[src/rtl/x_mem_2048x2_player_if.sv]
// Host write bus for the 2048x2 sample memory player.
// The host side uses the master modport and the player uses the slave modport.
//   wr_valid : host write request
//   wr_addr  : host write address
//   wr_data  : host write data
//   wr_ready : player accepts the write this cycle (high only while idle)
interface x_mem_2048x2_player_if #(
  parameter int ADDR_W = 11,
  parameter int DATA_W = 2
);
  logic              wr_valid;
  logic [ADDR_W-1:0] wr_addr;
  logic [DATA_W-1:0] wr_data;
  logic              wr_ready;

  modport master (output wr_valid, output wr_addr, output wr_data, input wr_ready);
  modport slave  (input wr_valid, input wr_addr, input wr_data, output wr_ready);
endinterface

[src/rtl/x_mem_2048x2_player.sv]
// Playback controller for the 2048x2 single-port sample memory (reader side).
// It owns the memory port. While idle, host writes pass straight through to the
// memory. On start it plays addresses 0..last, once or looping, and presents
// each sample to the DAC for max(div,2)+1 cycles.
//
// Optional feature: define PLAYER_MUTE_ON_IDLE_EN to force o_sample to 0
// whenever playback returns to idle (stop, natural end, reset).
//
// Ports:
//   i_clk, i_rst      : clock, synchronous active-high reset
//   i_start, i_stop   : start pulse (idle only), abort pulse
//   i_loop, i_last,
//   i_div             : loop enable, last address, period-1 (latched at start)
//   wr                : host write bus (slave modport)
//   o_mem_addr/we/wdata, i_mem_rdata : memory port (read data one cycle late)
//   o_sample, o_sample_stb : DAC sample and new-value strobe
//   o_busy, o_done    : playback active, end-of-play pulse (non-loop only)
module x_mem_2048x2_player #(
  parameter int ADDR_W = 11,
  parameter int DATA_W = 2,
  parameter int DIV_W  = 16
) (
  input  logic                   i_clk,
  input  logic                   i_rst,
  input  logic                   i_start,
  input  logic                   i_stop,
  input  logic                   i_loop,
  input  logic [ADDR_W-1:0]      i_last,
  input  logic [DIV_W-1:0]       i_div,
  x_mem_2048x2_player_if.slave   wr,
  output logic [ADDR_W-1:0]      o_mem_addr,
  output logic                   o_mem_we,
  output logic [DATA_W-1:0]      o_mem_wdata,
  input  logic [DATA_W-1:0]      i_mem_rdata,
  output logic [DATA_W-1:0]      o_sample,
  output logic                   o_sample_stb,
  output logic                   o_busy,
  output logic                   o_done
);

`ifdef PLAYER_MUTE_ON_IDLE_EN
  localparam bit MUTE = 1'b1;
`else
  localparam bit MUTE = 1'b0;
`endif

  localparam logic [1:0] S_IDLE    = 2'd0;
  localparam logic [1:0] S_FETCH   = 2'd1;
  localparam logic [1:0] S_CAPTURE = 2'd2;
  localparam logic [1:0] S_HOLD    = 2'd3;

  logic [1:0]        state;
  logic [ADDR_W-1:0] ptr;
  logic [ADDR_W-1:0] last_q;
  logic [DIV_W-1:0]  div_q;
  logic [DIV_W-1:0]  cnt;
  logic              loop_q;
  logic              end_q;
  logic              done_q;
  logic [DATA_W-1:0] sample_q;

  // The memory returns data one cycle after the address, so the strobe cycle
  // shows the read data directly and sample_q keeps it for the rest of the
  // period. HOLD lasts div_q cycles; its last cycle already has the next
  // address on the bus, which keeps strobes exactly one period apart.
  // end_q marks that the final non-loop sample has been strobed.
  always_ff @(posedge i_clk) begin
    if (i_rst) begin
      state    <= S_IDLE;
      ptr      <= '0;
      last_q   <= '0;
      div_q    <= '0;
      cnt      <= '0;
      loop_q   <= 1'b0;
      end_q    <= 1'b0;
      done_q   <= 1'b0;
      sample_q <= '0;
    end else begin
      done_q <= 1'b0;
      case (state)
        S_IDLE: begin
          if (i_start && !i_stop) begin
            last_q <= i_last;
            div_q  <= (i_div < DIV_W'(2)) ? DIV_W'(2) : i_div;
            loop_q <= i_loop;
            ptr    <= '0;
            end_q  <= 1'b0;
            state  <= S_FETCH;
          end
        end
        S_FETCH: begin
          if (i_stop) begin
            state <= S_IDLE;
            if (MUTE) sample_q <= '0;
          end else begin
            state <= S_CAPTURE;
          end
        end
        S_CAPTURE: begin
          if (i_stop) begin
            state    <= S_IDLE;
            sample_q <= MUTE ? '0 : i_mem_rdata;
          end else begin
            sample_q <= i_mem_rdata;
            cnt      <= div_q - DIV_W'(1);
            state    <= S_HOLD;
            if (ptr == last_q) begin
              if (loop_q) ptr <= '0;
              else        end_q <= 1'b1;
            end else begin
              ptr <= ptr + ADDR_W'(1);
            end
          end
        end
        S_HOLD: begin
          if (i_stop) begin
            state <= S_IDLE;
            if (MUTE) sample_q <= '0;
          end else if (cnt == '0) begin
            if (end_q) begin
              state  <= S_IDLE;
              done_q <= 1'b1;
              if (MUTE) sample_q <= '0;
            end else begin
              state <= S_CAPTURE;
            end
          end else begin
            cnt <= cnt - DIV_W'(1);
          end
        end
        default: state <= S_IDLE;
      endcase
    end
  end

  // While idle the host owns the memory port combinationally; while busy the
  // port is a read of the playback pointer.
  always_comb begin
    o_sample_stb = (state == S_CAPTURE);
    o_sample     = o_sample_stb ? i_mem_rdata : sample_q;
    o_busy       = (state != S_IDLE);
    o_done       = done_q;
    wr.wr_ready  = (state == S_IDLE);
    o_mem_we     = (state == S_IDLE) && wr.wr_valid;
    o_mem_addr   = (state == S_IDLE) ? wr.wr_addr : ptr;
    o_mem_wdata  = (state == S_IDLE) ? wr.wr_data : '0;
  end

endmodule
[src/flat_wrapper.sv]
// flat-port wrapper written by rule: the top's interface ports become plain ports
module x_mem_2048x2_player_flat 
#(
  parameter int ADDR_W = 11,
  parameter int DATA_W = 2,
  parameter int DIV_W  = 16
)
  (i_clk, i_rst, i_start, i_stop, i_loop, i_last, i_div, o_mem_addr, o_mem_we, o_mem_wdata, i_mem_rdata, o_sample, o_sample_stb, o_busy, o_done, wr_wr_valid, wr_wr_addr, wr_wr_data, wr_wr_ready);
  x_mem_2048x2_player_if #(.ADDR_W(ADDR_W), .DATA_W(DATA_W)) wr_i ();
  input  logic i_clk;
  input  logic i_rst;
  input  logic i_start;
  input  logic i_stop;
  input  logic i_loop;
  input  logic [ADDR_W-1:0] i_last;
  input  logic [DIV_W-1:0] i_div;
  output logic [ADDR_W-1:0] o_mem_addr;
  output logic o_mem_we;
  output logic [DATA_W-1:0] o_mem_wdata;
  input  logic [DATA_W-1:0] i_mem_rdata;
  output logic [DATA_W-1:0] o_sample;
  output logic o_sample_stb;
  output logic o_busy;
  output logic o_done;
  input wire logic [$bits(wr_i.wr_valid)-1:0] wr_wr_valid;
  input wire logic [$bits(wr_i.wr_addr)-1:0] wr_wr_addr;
  input wire logic [$bits(wr_i.wr_data)-1:0] wr_wr_data;
  output wire logic [$bits(wr_i.wr_ready)-1:0] wr_wr_ready;
  assign wr_i.wr_valid = wr_wr_valid;
  assign wr_i.wr_addr = wr_wr_addr;
  assign wr_i.wr_data = wr_wr_data;
  assign wr_wr_ready = wr_i.wr_ready;
  x_mem_2048x2_player #(.ADDR_W(ADDR_W), .DATA_W(DATA_W), .DIV_W(DIV_W)) u_core (.i_clk(i_clk), .i_rst(i_rst), .i_start(i_start), .i_stop(i_stop), .i_loop(i_loop), .i_last(i_last), .i_div(i_div), .wr(wr_i), .o_mem_addr(o_mem_addr), .o_mem_we(o_mem_we), .o_mem_wdata(o_mem_wdata), .i_mem_rdata(i_mem_rdata), .o_sample(o_sample), .o_sample_stb(o_sample_stb), .o_busy(o_busy), .o_done(o_done));
endmodule
[config.mk]
export PLATFORM = sky130hd
export DESIGN_NAME = x_mem_2048x2_player_flat
export DESIGN_NICKNAME = d
export VERILOG_FILES = /design/src/rtl/x_mem_2048x2_player_if.sv /design/src/rtl/x_mem_2048x2_player.sv /design/src/flat_wrapper.sv
export SDC_FILE = /design/constraint.sdc
export NUM_CORES = 1
export LEC_CHECK = 0
export BUFFER_PORTS_ARGS = -buffer_cell sky130_fd_sc_hd__buf_2
export CAP_MARGIN = 20
export CORE_ASPECT_RATIO = 1.25
export CORE_MARGIN = 2
export CORE_UTILIZATION = 32
export DETAILED_ROUTE_END_ITERATION = 16
export GPL_TIMING_DRIVEN = 0
export PLACE_DENSITY = 0.55
export SYNTH_ARGS = -nofsm -noshare
export SYNTH_HDL_FRONTEND = slang
export SYNTH_SLANG_ARGS = --single-unit
[constraint.sdc]
create_clock -name i_clk -period 6.2 [get_ports i_clk]
set_clock_uncertainty 0.15 [all_clocks]
set_input_delay 0.62 -clock i_clk [delete_from_list [all_inputs] [get_ports i_clk]]
set_output_delay 0.62 -clock i_clk [all_outputs]
set_load 0.05 [all_outputs]
==> flow_metrics.tcl <==
set metrics [dict create \
    status "finished clean" \
    top_layer "met4" \
    reg2reg_from "u_core.state[0]" \
    setup_viol 0 \
    clock_latency_ps 340 \
    synth_edf_count 0 \
    antenna_found_initial 0 \
    n_antenna_cell 0 \
    ant_nets 0 \
    post-route-drc-count 0 \
    cp-end-kind "flop" \
    hp-class "reg2reg" \
    crit_arrival_ps 3630 \
    worstSetupStartpointType "flop" \
    cts.sinks 61 \
    worst_slack_ps 2650 \
    cp.depth 10 \
    critPathBufInv 4 \
    r2r-end "u_core.cnt[14]" \
    ff2ff_path_depth 10 \
    syn_inst 443 \
    netlist_area_mm2 0.00341 \
    wl_met2_um 5310 \
    max_freq_mhz 282 \
    grt_max_degree 12 \
    drt-met1-wl_um 4590 \
    tightestPinTransition_ps 1000 \
    cts_tree "built" \
    cp-startpoint "u_core.state[0]" \
    grt_pass1_vias 3295 \
    dp.cells 641 \
    first_pass_iters 5 \
    maxCapViolations 0 \
    ios 68 \
    slowest_delay_ps 510 \
    hold_violations 0 \
    power.density_mw_per_mm2 261 \
    cp_common_cell "clkbuf_1" \
    grt_pass1_wl_um 16700 \
    grt_usage_pct 19.1 \
    postCtsHoldBufs 0 \
    grt-ovfl-total 0 \
    finalCritPeriodShare_pct 57.2 \
    drt_first_iter_violations 222 \
    maxSlewViolCount 0 \
    vias 3628 \
    cp_max_fo 10 \
    ys.warnings.count 0 \
    worstPathRequired_ps 6290 \
    rrSetupSlack_ps 2650 \
    cp_cell_sequence "and2_1 -> clkbuf_1 -> clkbuf_1 -> mux2i_1 -> ha_1 -> inv_1 -> a211oi_1 -> clkbuf_1 -> nand4_1 -> o311ai_1" \
    dp_slack_ps 2750 \
    synth_nets 493 \
    worstSetupPathType "reg2reg" \
    die_area_mm2 0.0115 \
    via_per_inst 5.52 \
    crit_path_end "u_core.cnt[14]" \
    dieWidth_um 96.3 \
    ys_async_sr_fraction_pct 0 \
    detail_route.wl_per_cell_um 16.4 \
    synth-main-ff-cell "dfxtp_1" \
    core_region_area_mm2 0.0105 \
    finalCriticalPeriod_ps 3550 \
    cp_slowest_cell "dfxtp_1" \
    synth_seq_cells 61 \
    cp_top_family "buffers and inverters" \
    p_leak_nw 1.66 \
    portBuffers 66 \
    cts_resized 0 \
    fp.dieH_um 119 \
    initial_core_util_pct 32.4 \
    path_clk_slew_ps 60 \
    cts_setup_buffers 0 \
    rows 42 \
    fin_nets 570 \
    layout-drive-gt1-share_pct 20.8 \
    cts_buffers 9 \
    syn_to_final_growth_pct 23.4 \
    fin_setup_tns_ps 0 \
    final.fill_count 1117 \
    ys_types 55 \
    rsz0062_at_grt "false" \
    gp_congestion 0.946 \
    p_total_w 0.00110 \
    place_hpwl_um 8120 \
    relSlewSlack_pct 33.2 \
    yosysSeqAreaShare_pct 35.8 \
    cts_max_level 3 \
    wl_um 10700 \
    final_cell_count_no_fill 657 \
    cts_root_buffer "clkbuf_16" \
    irDropWorstVdd_v 0.000130 \
    clk_path_buf_depth 2 \
    wl_met3_um 571 \
    avgSynthCellArea_um2 7.70 \
]
sequential cells by signal (all words and copies together), names as in the netlist:
signal and count:
u_core.ptr 11, u_core.cnt 16, u_core.end_q 1, u_core.sample_q 2, u_core.div_q 16, u_core.o_done 1
u_core.loop_q 1, u_core.state 2, u_core.last_q 11
how the worst min path moves through the flow:
stage	depth (start not counted)	endpoint	slack, ps	from
finish	2	u_core.last_q[1]	320	u_core.last_q[1]
CTS	2	u_core.div_q[5]	320	u_core.div_q[5]
global placement	2	u_core.div_q[5]	300	u_core.div_q[5]
detailed placement	2	u_core.div_q[5]	310	u_core.div_q[5]
floorplan	2	u_core.div_q[14]	280	u_core.div_q[14]
global route	2	u_core.loop_q	340	u_core.loop_q
cell usage in the layout, fill, tap and decap left out, drive strengths merged, types with 3 or more instances in the layout:
master   netlist  routed
and4           3       3
and3          10      10
and2           5       5
or4bb          4       4
a211o          6       6
clkbuf        27      38
dfxtp         61      61
a41oi          3       3
a221oi         3       3
nor3b          3       3
a31o           5       5
nand4         13      13
a22oi          4       4
buf            4      70
nor2b          4       4
mux2          11      11
nand3         12      12
xor2          12      12
a31oi          5       5
nor4           9       9
nand2         90      90
o2111ai        3       3
or3            6       6
o21ai         20      20
inv           11      12
nor3           8       8
a21oi         51      51
a211oi         6       6
nor2          15      15
per-layer routing:
metal	vias up	track usage, %
met3	23	4.24
met1	1718	23.5
li1	1766	-
met5	-	0
met4	0	7.57
met2	121	31.7
synth_stat cells, types with 2 or more instances:
master | count | area, um^2
a211o_1 | 6 | 52.6
a211oi_1 | 6 | 45.0
a21boi_0 | 2 | 15.0
a21oi_1 | 51 | 255
a221oi_2 | 2 | 30.0
a22oi_1 | 4 | 30.0
a31o_2 | 5 | 43.8
a31oi_1 | 5 | 31.3
a41oi_1 | 3 | 26.3
and2_1 | 5 | 31.3
and3_1 | 9 | 56.3
and4_1 | 3 | 26.3
buf_2 | 3 | 15.0
clkbuf_1 | 26 | 97.6
dfxtp_1 | 61 | 1220
ha_1 | 2 | 25.0
inv_1 | 11 | 41.3
mux2_2 | 11 | 124
mux2i_1 | 2 | 20.0
nand2_1 | 90 | 338
nand3_1 | 12 | 60.1
nand3b_1 | 2 | 15.0
nand4_1 | 13 | 81.3
nand4bb_1 | 2 | 22.5
nor2_1 | 15 | 56.3
nor2b_1 | 4 | 25.0
nor3_1 | 8 | 40.0
nor3b_1 | 3 | 22.5
nor4_1 | 9 | 56.3
o2111ai_1 | 3 | 26.3
o21ai_0 | 20 | 100
o22ai_1 | 2 | 12.5
or2_2 | 2 | 12.5
or3_1 | 6 | 37.5
or4bb_1 | 4 | 45.0
xor2_1 | 12 | 105
through the flow:
| step | area [um^2] | utilization (%) | hold slack [ps] |
|---|---|---|---|
| 2_1_floorplan | 3410 | - | 282 |
| 3_3_place_gp | 3910 | 37.2 | 302 |
| 3_5_place_dp | 3910 | 37.2 | 309 |
| 4_1_cts | 4210 | 40.0 | 316 |
| 5_1_grt | 4210 | 40.0 | 341 |
| 6_report | 4210 | 40.0 | 318 |
power by group:
group | leakage, nW | internal, W | total [W] | switching (W)
Combinational | 1.03 | 0.0000584 | 0.000170 | 0.000112
Sequential | 0.495 | 0.000405 | 0.000418 | 0.0000139
Clock | 0.142 | 0.000322 | 0.000508 | 0.000186
worst register-to-register path, cell delays in order (launching register included):
cell and delay, ps:
dfxtp_1 510, and2_1 170, clkbuf_1 360, clkbuf_1 490
mux2i_1 260, ha_1 200, inv_1 50, a211oi_1 320
clkbuf_1 420, nand4_1 210, o311ai_1 310
cells by family after synthesis:
| family | after synthesis | share of synthesized area, % |
|---|---|---|
| simple gates | 192 | 28.3 |
| compound gates | 121 | 22.6 |
| flops | 61 | 35.8 |
| buf+inv | 42 | 5.25 |
| mux | 13 | 4.22 |
| xor+xnor | 12 | 3.08 |
| fa+ha+maj | 2 | 0.734 |
area by class of cell:
class / count / area, um^2 / share of cell area (%)
buffer: 31 / 138 / 3.27
clock buffer: 11 / 243 / 5.77
clock inverter: 5 / 58.8 / 1.40
inverter: 11 / 41.3 / 0.982
multi-input combinational: 340 / 2010 / 47.8
sequential: 61 / 1220 / 29.0
tap: 132 / 165 / 3.93
timing repair buffer: 66 / 330 / 7.85
Power figures use the tool's default switching activity.
